## src/rtl/pack_tx_scheduler.sv

```systemverilog
// Frames the packer's 128-bit words into header + fixed-length payload packets for the host link,
// buffering them in a small FIFO and counting words lost when the FIFO is full.
module pack_tx_scheduler #(
    parameter int          FIFO_DEPTH     = 16,
    parameter int          GROUPS_PER_PKT = 2,
    parameter logic [15:0] SYNC_WORD      = 16'hA55A
) (
    input  logic         clk,
    input  logic         rst_n,
    input  logic         frequency_mode,
    input  logic [31:0]  select_dat_update,
    input  logic [127:0] packed_data,
    input  logic         packed_data_valid,
    output logic [127:0] tx_data,
    output logic         tx_valid,
    output logic         tx_last,
    input  logic         tx_ready,
    output logic [31:0]  frame_cnt,
    output logic [15:0]  drop_cnt,
    output logic         overflow
);

    localparam int          AW        = $clog2(FIFO_DEPTH);
    localparam int          CW        = AW + 1;
    localparam logic [15:0] PL_SINGLE = 16'(GROUPS_PER_PKT);
    localparam logic [15:0] PL_MULTI  = 16'(5 * GROUPS_PER_PKT);

    typedef enum logic [1:0] {IDLE, HDR, PAY} state_t;

    state_t         state_q, state_d;
    logic [127:0]   mem [FIFO_DEPTH];
    logic [AW-1:0]  wr_ptr_q, wr_ptr_d, rd_ptr_q, rd_ptr_d;
    logic [CW-1:0]  count_q, count_d;
    logic [15:0]    pl_q, pl_d, cnt_q, cnt_d;
    logic [127:0]   data_q, data_d;
    logic           valid_q, valid_d, last_q, last_d;
    logic [31:0]    frame_q, frame_d;
    logic [15:0]    drop_q, drop_d;
    logic           ovf_q, ovf_d;
    logic           full, wr_en, rd_en;
    logic [15:0]    pl_now;

    assign full   = (count_q == CW'(FIFO_DEPTH));
    assign wr_en  = packed_data_valid && !full;
    assign pl_now = frequency_mode ? PL_MULTI : PL_SINGLE;

    always_ff @(posedge clk) begin
        if (wr_en) begin
            mem[wr_ptr_q] <= packed_data;
        end
    end

    // The FIFO head is popped into the output register as the previous word is
    // accepted, so payload words follow each other without a bubble.
    always_comb begin
        state_d = state_q;
        pl_d    = pl_q;
        cnt_d   = cnt_q;
        data_d  = data_q;
        valid_d = valid_q;
        last_d  = last_q;
        frame_d = frame_q;
        drop_d  = drop_q;
        ovf_d   = ovf_q;
        rd_en   = 1'b0;

        if (packed_data_valid && full) begin
            ovf_d = 1'b1;
            if (drop_q != 16'hFFFF) begin
                drop_d = drop_q + 16'd1;
            end
        end

        case (state_q)
            IDLE: begin
                if (16'(count_q) >= pl_now) begin
                    state_d = HDR;
                    pl_d    = pl_now;
                    valid_d = 1'b1;
                    last_d  = 1'b0;
                    data_d  = {SYNC_WORD, 15'd0, frequency_mode, frame_q,
                               select_dat_update, 16'd0, pl_now};
                end
            end
            HDR: begin
                if (tx_ready) begin
                    rd_en   = 1'b1;
                    data_d  = mem[rd_ptr_q];
                    last_d  = (pl_q == 16'd1);
                    cnt_d   = 16'd0;
                    state_d = PAY;
                end
            end
            PAY: begin
                if (tx_ready) begin
                    if (last_q) begin
                        state_d = IDLE;
                        valid_d = 1'b0;
                        last_d  = 1'b0;
                        data_d  = '0;
                        frame_d = frame_q + 32'd1;
                    end else begin
                        rd_en  = 1'b1;
                        data_d = mem[rd_ptr_q];
                        cnt_d  = cnt_q + 16'd1;
                        last_d = (cnt_q + 16'd2 == pl_q);
                    end
                end
            end
            default: begin
                state_d = IDLE;
                valid_d = 1'b0;
                last_d  = 1'b0;
            end
        endcase

        wr_ptr_d = wr_ptr_q + AW'(wr_en);
        rd_ptr_d = rd_ptr_q + AW'(rd_en);
        count_d  = count_q + CW'(wr_en) - CW'(rd_en);
    end

    always_ff @(posedge clk or negedge rst_n) begin
        if (!rst_n) begin
            state_q  <= IDLE;
            wr_ptr_q <= '0;
            rd_ptr_q <= '0;
            count_q  <= '0;
            pl_q     <= '0;
            cnt_q    <= '0;
            data_q   <= '0;
            valid_q  <= 1'b0;
            last_q   <= 1'b0;
            frame_q  <= '0;
            drop_q   <= '0;
            ovf_q    <= 1'b0;
        end else begin
            state_q  <= state_d;
            wr_ptr_q <= wr_ptr_d;
            rd_ptr_q <= rd_ptr_d;
            count_q  <= count_d;
            pl_q     <= pl_d;
            cnt_q    <= cnt_d;
            data_q   <= data_d;
            valid_q  <= valid_d;
            last_q   <= last_d;
            frame_q  <= frame_d;
            drop_q   <= drop_d;
            ovf_q    <= ovf_d;
        end
    end

    assign tx_data   = data_q;
    assign tx_valid  = valid_q;
    assign tx_last   = last_q;
    assign frame_cnt = frame_q;
    assign drop_cnt  = drop_q;
    assign overflow  = ovf_q;

endmodule

```

## config.mk

```make
export PLATFORM = sky130hd
export DESIGN_NAME = pack_tx_scheduler
export DESIGN_NICKNAME = d
export VERILOG_FILES = /design/src/rtl/pack_tx_scheduler.sv
export SDC_FILE = /design/constraint.sdc
export NUM_CORES = 2
export LEC_CHECK = 0
export ABC_AREA = 1
export BUFFER_PORTS_ARGS = -buffer_cell sky130_fd_sc_hd__buf_2
export CAP_MARGIN = 30
export CORE_MARGIN = 3
export CORE_UTILIZATION = 40
export CTS_BUF_LIST = sky130_fd_sc_hd__clkbuf_4
export DETAILED_ROUTE_END_ITERATION = 8
export GPL_ROUTABILITY_DRIVEN = 0
export MAX_ROUTING_LAYER = met4
export PLACE_DENSITY = 0.66
export SKIP_CTS_REPAIR_TIMING = 1
export SLEW_MARGIN = 20
export SYNTH_ARGS = -nofsm -noshare
export SYNTH_HDL_FRONTEND = slang
export SYNTH_SLANG_ARGS = --single-unit
export TNS_END_PERCENT = 50
```

## constraint.sdc

```tcl
create_clock -name clk -period 9.25 [get_ports clk]
set_input_delay 2.775 -clock clk [delete_from_list [all_inputs] [get_ports clk]]
set_output_delay 2.775 -clock clk [all_outputs]
set_load 0.02 [all_outputs]
```

==> impl_metrics.xml <==
<?xml version="1.0" encoding="UTF-8"?>
<metrics>
  <group name="synthesis">
    <metric name="synth_edf_count" unit="">2048</metric>
    <metric name="synth_area" unit="um2">92100</metric>
    <metric name="total_of_flip_flops_plus_latches_after_synthesis" unit="">2260</metric>
    <metric name="synth.distinct_cells" unit="">35</metric>
    <metric name="yosys_warnings" unit="">0</metric>
    <metric name="syn_area_per_cell" unit="um2">11.7</metric>
    <metric name="postSynth.topFlopCell" unit="">sky130_fd_sc_hd__edfxtp_1</metric>
    <metric name="synth_most_common_cell" unit="">sky130_fd_sc_hd__edfxtp_1</metric>
    <metric name="synth_top_cell_by_area" unit="">sky130_fd_sc_hd__edfxtp_1</metric>
    <metric name="ranking_of_synthesized_cells_by_instance_count" unit="">2048 x sky130_fd_sc_hd__edfxtp_1, 1757 x sky130_fd_sc_hd__nor2_1, 1157 x sky130_fd_sc_hd__nand2_1</metric>
    <metric name="synth_top_area_share" unit="%">66.7</metric>
    <metric name="ys_async_sr_fraction" unit="%">9.38</metric>
    <metric name="syn_inst" unit="">7901</metric>
    <metric name="postSynthNetCount" unit="">8088</metric>
    <metric name="post_synthesis_sequential_area_ratio" unit="%">72.5</metric>
    <metric name="ys_top_cells_by_area" unit="">sky130_fd_sc_hd__edfxtp_1 67%, sky130_fd_sc_hd__nor2_1 7.2%, sky130_fd_sc_hd__dfrtp_1 5.8%</metric>
  </group>
  <group name="outcome">
    <metric name="outcome" unit="">finished, final reports clean</metric>
  </group>
  <group name="sta">
    <metric name="finalHoldViolations" unit="">0</metric>
    <metric name="timing.slew.headroom" unit="%">26.0</metric>
    <metric name="rsz0062_at_grt" unit="">false</metric>
    <metric name="finalSetupViolCount" unit="">0</metric>
    <metric name="measured_slew_at_the_worst_slew_check_pin" unit="ns">1.11</metric>
    <metric name="fin_tns_setup" unit="ns">0</metric>
    <metric name="finalWorstPathRequiredPeriod" unit="ns">4.88</metric>
    <metric name="worst_clock_skew" unit="ns">0.123</metric>
    <metric name="max_freq" unit="MHz">205</metric>
    <metric name="slew_viols_final" unit="">0</metric>
    <metric name="layout_setup_ws" unit="ns">4.37</metric>
    <metric name="final_min_period_over_clock_period" unit="%">52.7</metric>
  </group>
  <group name="global_routing">
    <metric name="number_of_global_route_vias_before_repair" unit="">62100</metric>
    <metric name="grt_max_degree" unit="">196</metric>
    <metric name="grt-ovfl-total" unit="">0</metric>
    <metric name="grt_antenna_before_repair" unit="">47</metric>
    <metric name="grt_pass1_wl" unit="mm">384</metric>
    <metric name="gr-usage-all-layers" unit="%">21.8</metric>
  </group>
  <group name="clock_network">
    <metric name="cts-buffers-inserted" unit="">597</metric>
    <metric name="clkLatencyLatePin" unit="ns">1.34</metric>
    <metric name="cts.reportedPaths.clkPinSlew" unit="ns">0.06</metric>
    <metric name="clock_tree.buffer_depth" unit="">4</metric>
    <metric name="htree_levels" unit="">6</metric>
    <metric name="tritoncts_num_sinks" unit="">2260</metric>
    <metric name="tritoncts_clock_tree" unit="">done</metric>
    <metric name="clockRootBuffer" unit="">sky130_fd_sc_hd__clkbuf_4</metric>
  </group>
  <group name="placement">
    <metric name="place_hpwl" unit="mm">135</metric>
    <metric name="count_of_port_buffers_added_during_placement" unit="">343</metric>
    <metric name="detailedPlace.worstSlack" unit="ns">3.23</metric>
  </group>
  <group name="die">
    <metric name="dieHeight" unit="um">486</metric>
    <metric name="design.die.area" unit="um2">236000</metric>
    <metric name="floorplan.initialDensity" unit="%">40.4</metric>
    <metric name="die_x" unit="um">486</metric>
    <metric name="ios" unit="">344</metric>
    <metric name="floorplan.rows" unit="">175</metric>
    <metric name="core_area" unit="um2">228000</metric>
  </group>
  <group name="detailed_routing">
    <metric name="route.final.wire_length" unit="mm">256</metric>
    <metric name="post-route-drc-count" unit="">0</metric>
    <metric name="detail-route-antenna-nets" unit="">0</metric>
    <metric name="vias" unit="">63400</metric>
    <metric name="post_drt_wl_per_cell" unit="um">21.5</metric>
    <metric name="avgViaCountPerCell" unit="">5.33</metric>
    <metric name="detailedRoute.firstPassIterationCount" unit="">6</metric>
    <metric name="drt_iter0_markers" unit="">6540</metric>
  </group>
  <group name="worst_setup_path">
    <metric name="crit_path_cell_trace" unit="">buf_2</metric>
    <metric name="max_stage_delay" unit="ns">0.57</metric>
    <metric name="critPathBufInv" unit="">1</metric>
    <metric name="crit_required" unit="ns">6.48</metric>
    <metric name="endpoint_kind" unit="">primary output</metric>
    <metric name="worstPathArrival" unit="ns">2.10</metric>
    <metric name="critical_path.slowest_cell" unit="">sky130_fd_sc_hd__dfrtp_1</metric>
    <metric name="setup.worst_path.start_class" unit="">flop</metric>
    <metric name="path_max_fanout" unit="">2</metric>
    <metric name="critPathKind" unit="">reg2out</metric>
    <metric name="critical_path.top_delay_family" unit="">flip-flops</metric>
  </group>
  <group name="flow_run">
    <metric name="number_of_max_capacitance_violations_reported" unit="">0</metric>
  </group>
  <group name="final_layout">
    <metric name="nNetsFinal" unit="">8639</metric>
    <metric name="layout-drive-gt1-share" unit="%">15.6</metric>
    <metric name="final.fill_count" unit="">20600</metric>
    <metric name="area_delta_synth_final" unit="%">12.8</metric>
    <metric name="fin_util" unit="%">45.5</metric>
  </group>
  <group name="power">
    <metric name="total_power" unit="mW">32.4</metric>
    <metric name="pleak" unit="nW">38.6</metric>
    <metric name="vdd_drop_max" unit="mV">0.331</metric>
    <metric name="total_power_divided_by_cell_area" unit="nW/um2">312</metric>
  </group>
  <group name="hold_path">
    <metric name="timing.hold.worst.class" unit="">reg2reg</metric>
  </group>
</metrics>
==> flip-flops by register name (all words and copies together) (netlist names) <==
| register | cells |
|---|---|
| cnt_q | 16 |
| count_q | 5 |
| drop_cnt | 16 |
| frame_cnt | 32 |
| mem | 2048 |
| overflow | 1 |
| pl_q | 2 |
| rd_ptr_q | 4 |
| state_q | 2 |
| tx_data | 128 |
| tx_last | 1 |
| tx_valid | 1 |
| wr_ptr_q | 4 |
==> area by class of cell <==
class	count	area [um2]	area share, %
clock buffers	873	6550	6.31
flip-flops and latches	2260	66800	64.3
inverters	326	1260	1.21
diodes	35	87.6	0.0843
clock inverters	133	795	0.765
well taps	3009	3760	3.62
repair buffers	421	2710	2.61
multi-input cells	4846	21900	21.1
==> cell families (layout without fill, tap and decap cells) <==
group,after synthesis,in the layout,synth area share [%]
buf+inv,795,1753,3.88
fa+ha+maj,22,22,0.307
compound gates,1258,1258,7.63
flops,2260,2260,72.5
simple gates,3515,3515,15.2
xor+xnor,51,51,0.485
other cells,0,35,0
==> through the flow <==
step	cells	hold slack (ns)	cell area, um2
after floorplan	7901	0.453	92100
after global placement	10900	0.453	96300
after detailed placement	10900	0.454	96400
after CTS	11900	0.468	104000
after global routing	11900	0.491	104000
final	11900	0.470	104000
==> layout by cell type (no fill, tap or decap), drive strengths merged, types with 3 or more instances in the layout <==
cell and count:
o211ai 276, bufinv 10, clkbuf 873, dfrtp 212, o21ai 882, clkinv 104, buf 421, diode 35
o21bai 3, ha 21, nand2 1157, edfxtp 2048, nor2 1763, xnor2 8, a21boi 11, inv 343
nor3 23, a21oi 82, nand3 545, xor2 43, nand4 24
==> routing by layer <==
layer / vias to the layer above / GRT usage, % / part of all wire (%)
met2: 2925 / 33.9 / 47
met4: 0 / 7.19 / 2.7
met5: - / - / 0
met3: 467 / 4.94 / 9.4
met1: 31000 / 28.4 / 41
li1: 29000 / - / -
==> where the power goes <==
part | internal (mW) | switching, mW | total, mW
Combinational | 2.91 | 7.87 | 10.8
Clock | 4.58 | 4.01 | 8.59
Sequential | 12.5 | 0.624 | 13.1
==> worst register-to-register path, stage by stage, from the launching register on <==
cell and delay [ns]:
sky130_fd_sc_hd__dfrtp_4 0.87, sky130_fd_sc_hd__buf_12 0.76, sky130_fd_sc_hd__buf_4 0.95, sky130_fd_sc_hd__buf_4 0.85, sky130_fd_sc_hd__o21ai_0 0.24, sky130_fd_sc_hd__o211ai_1 0.26
sky130_fd_sc_hd__nand3_1 0.20, sky130_fd_sc_hd__nand2_1 0.15, sky130_fd_sc_hd__nand2_1 0.06, sky130_fd_sc_hd__nand2_1 0.10
==> path summary, 6_finish.rpt <==
check                                  from           end  slack, ns  cells after the start
worst max-delay path             tx_data[3]    tx_data[3]       4.37                      1
worst min-delay path               overflow      overflow       0.47                      1
worst max register to register  rd_ptr_q[1]  tx_data[101]       4.69                      9
worst min register to register     overflow      overflow       0.47                      1
max in group asynchronous             rst_n   tx_data[22]       6.35                      2
min in group asynchronous             rst_n   tx_data[56]       1.51                      1
(Power assumes the default switching activity.)
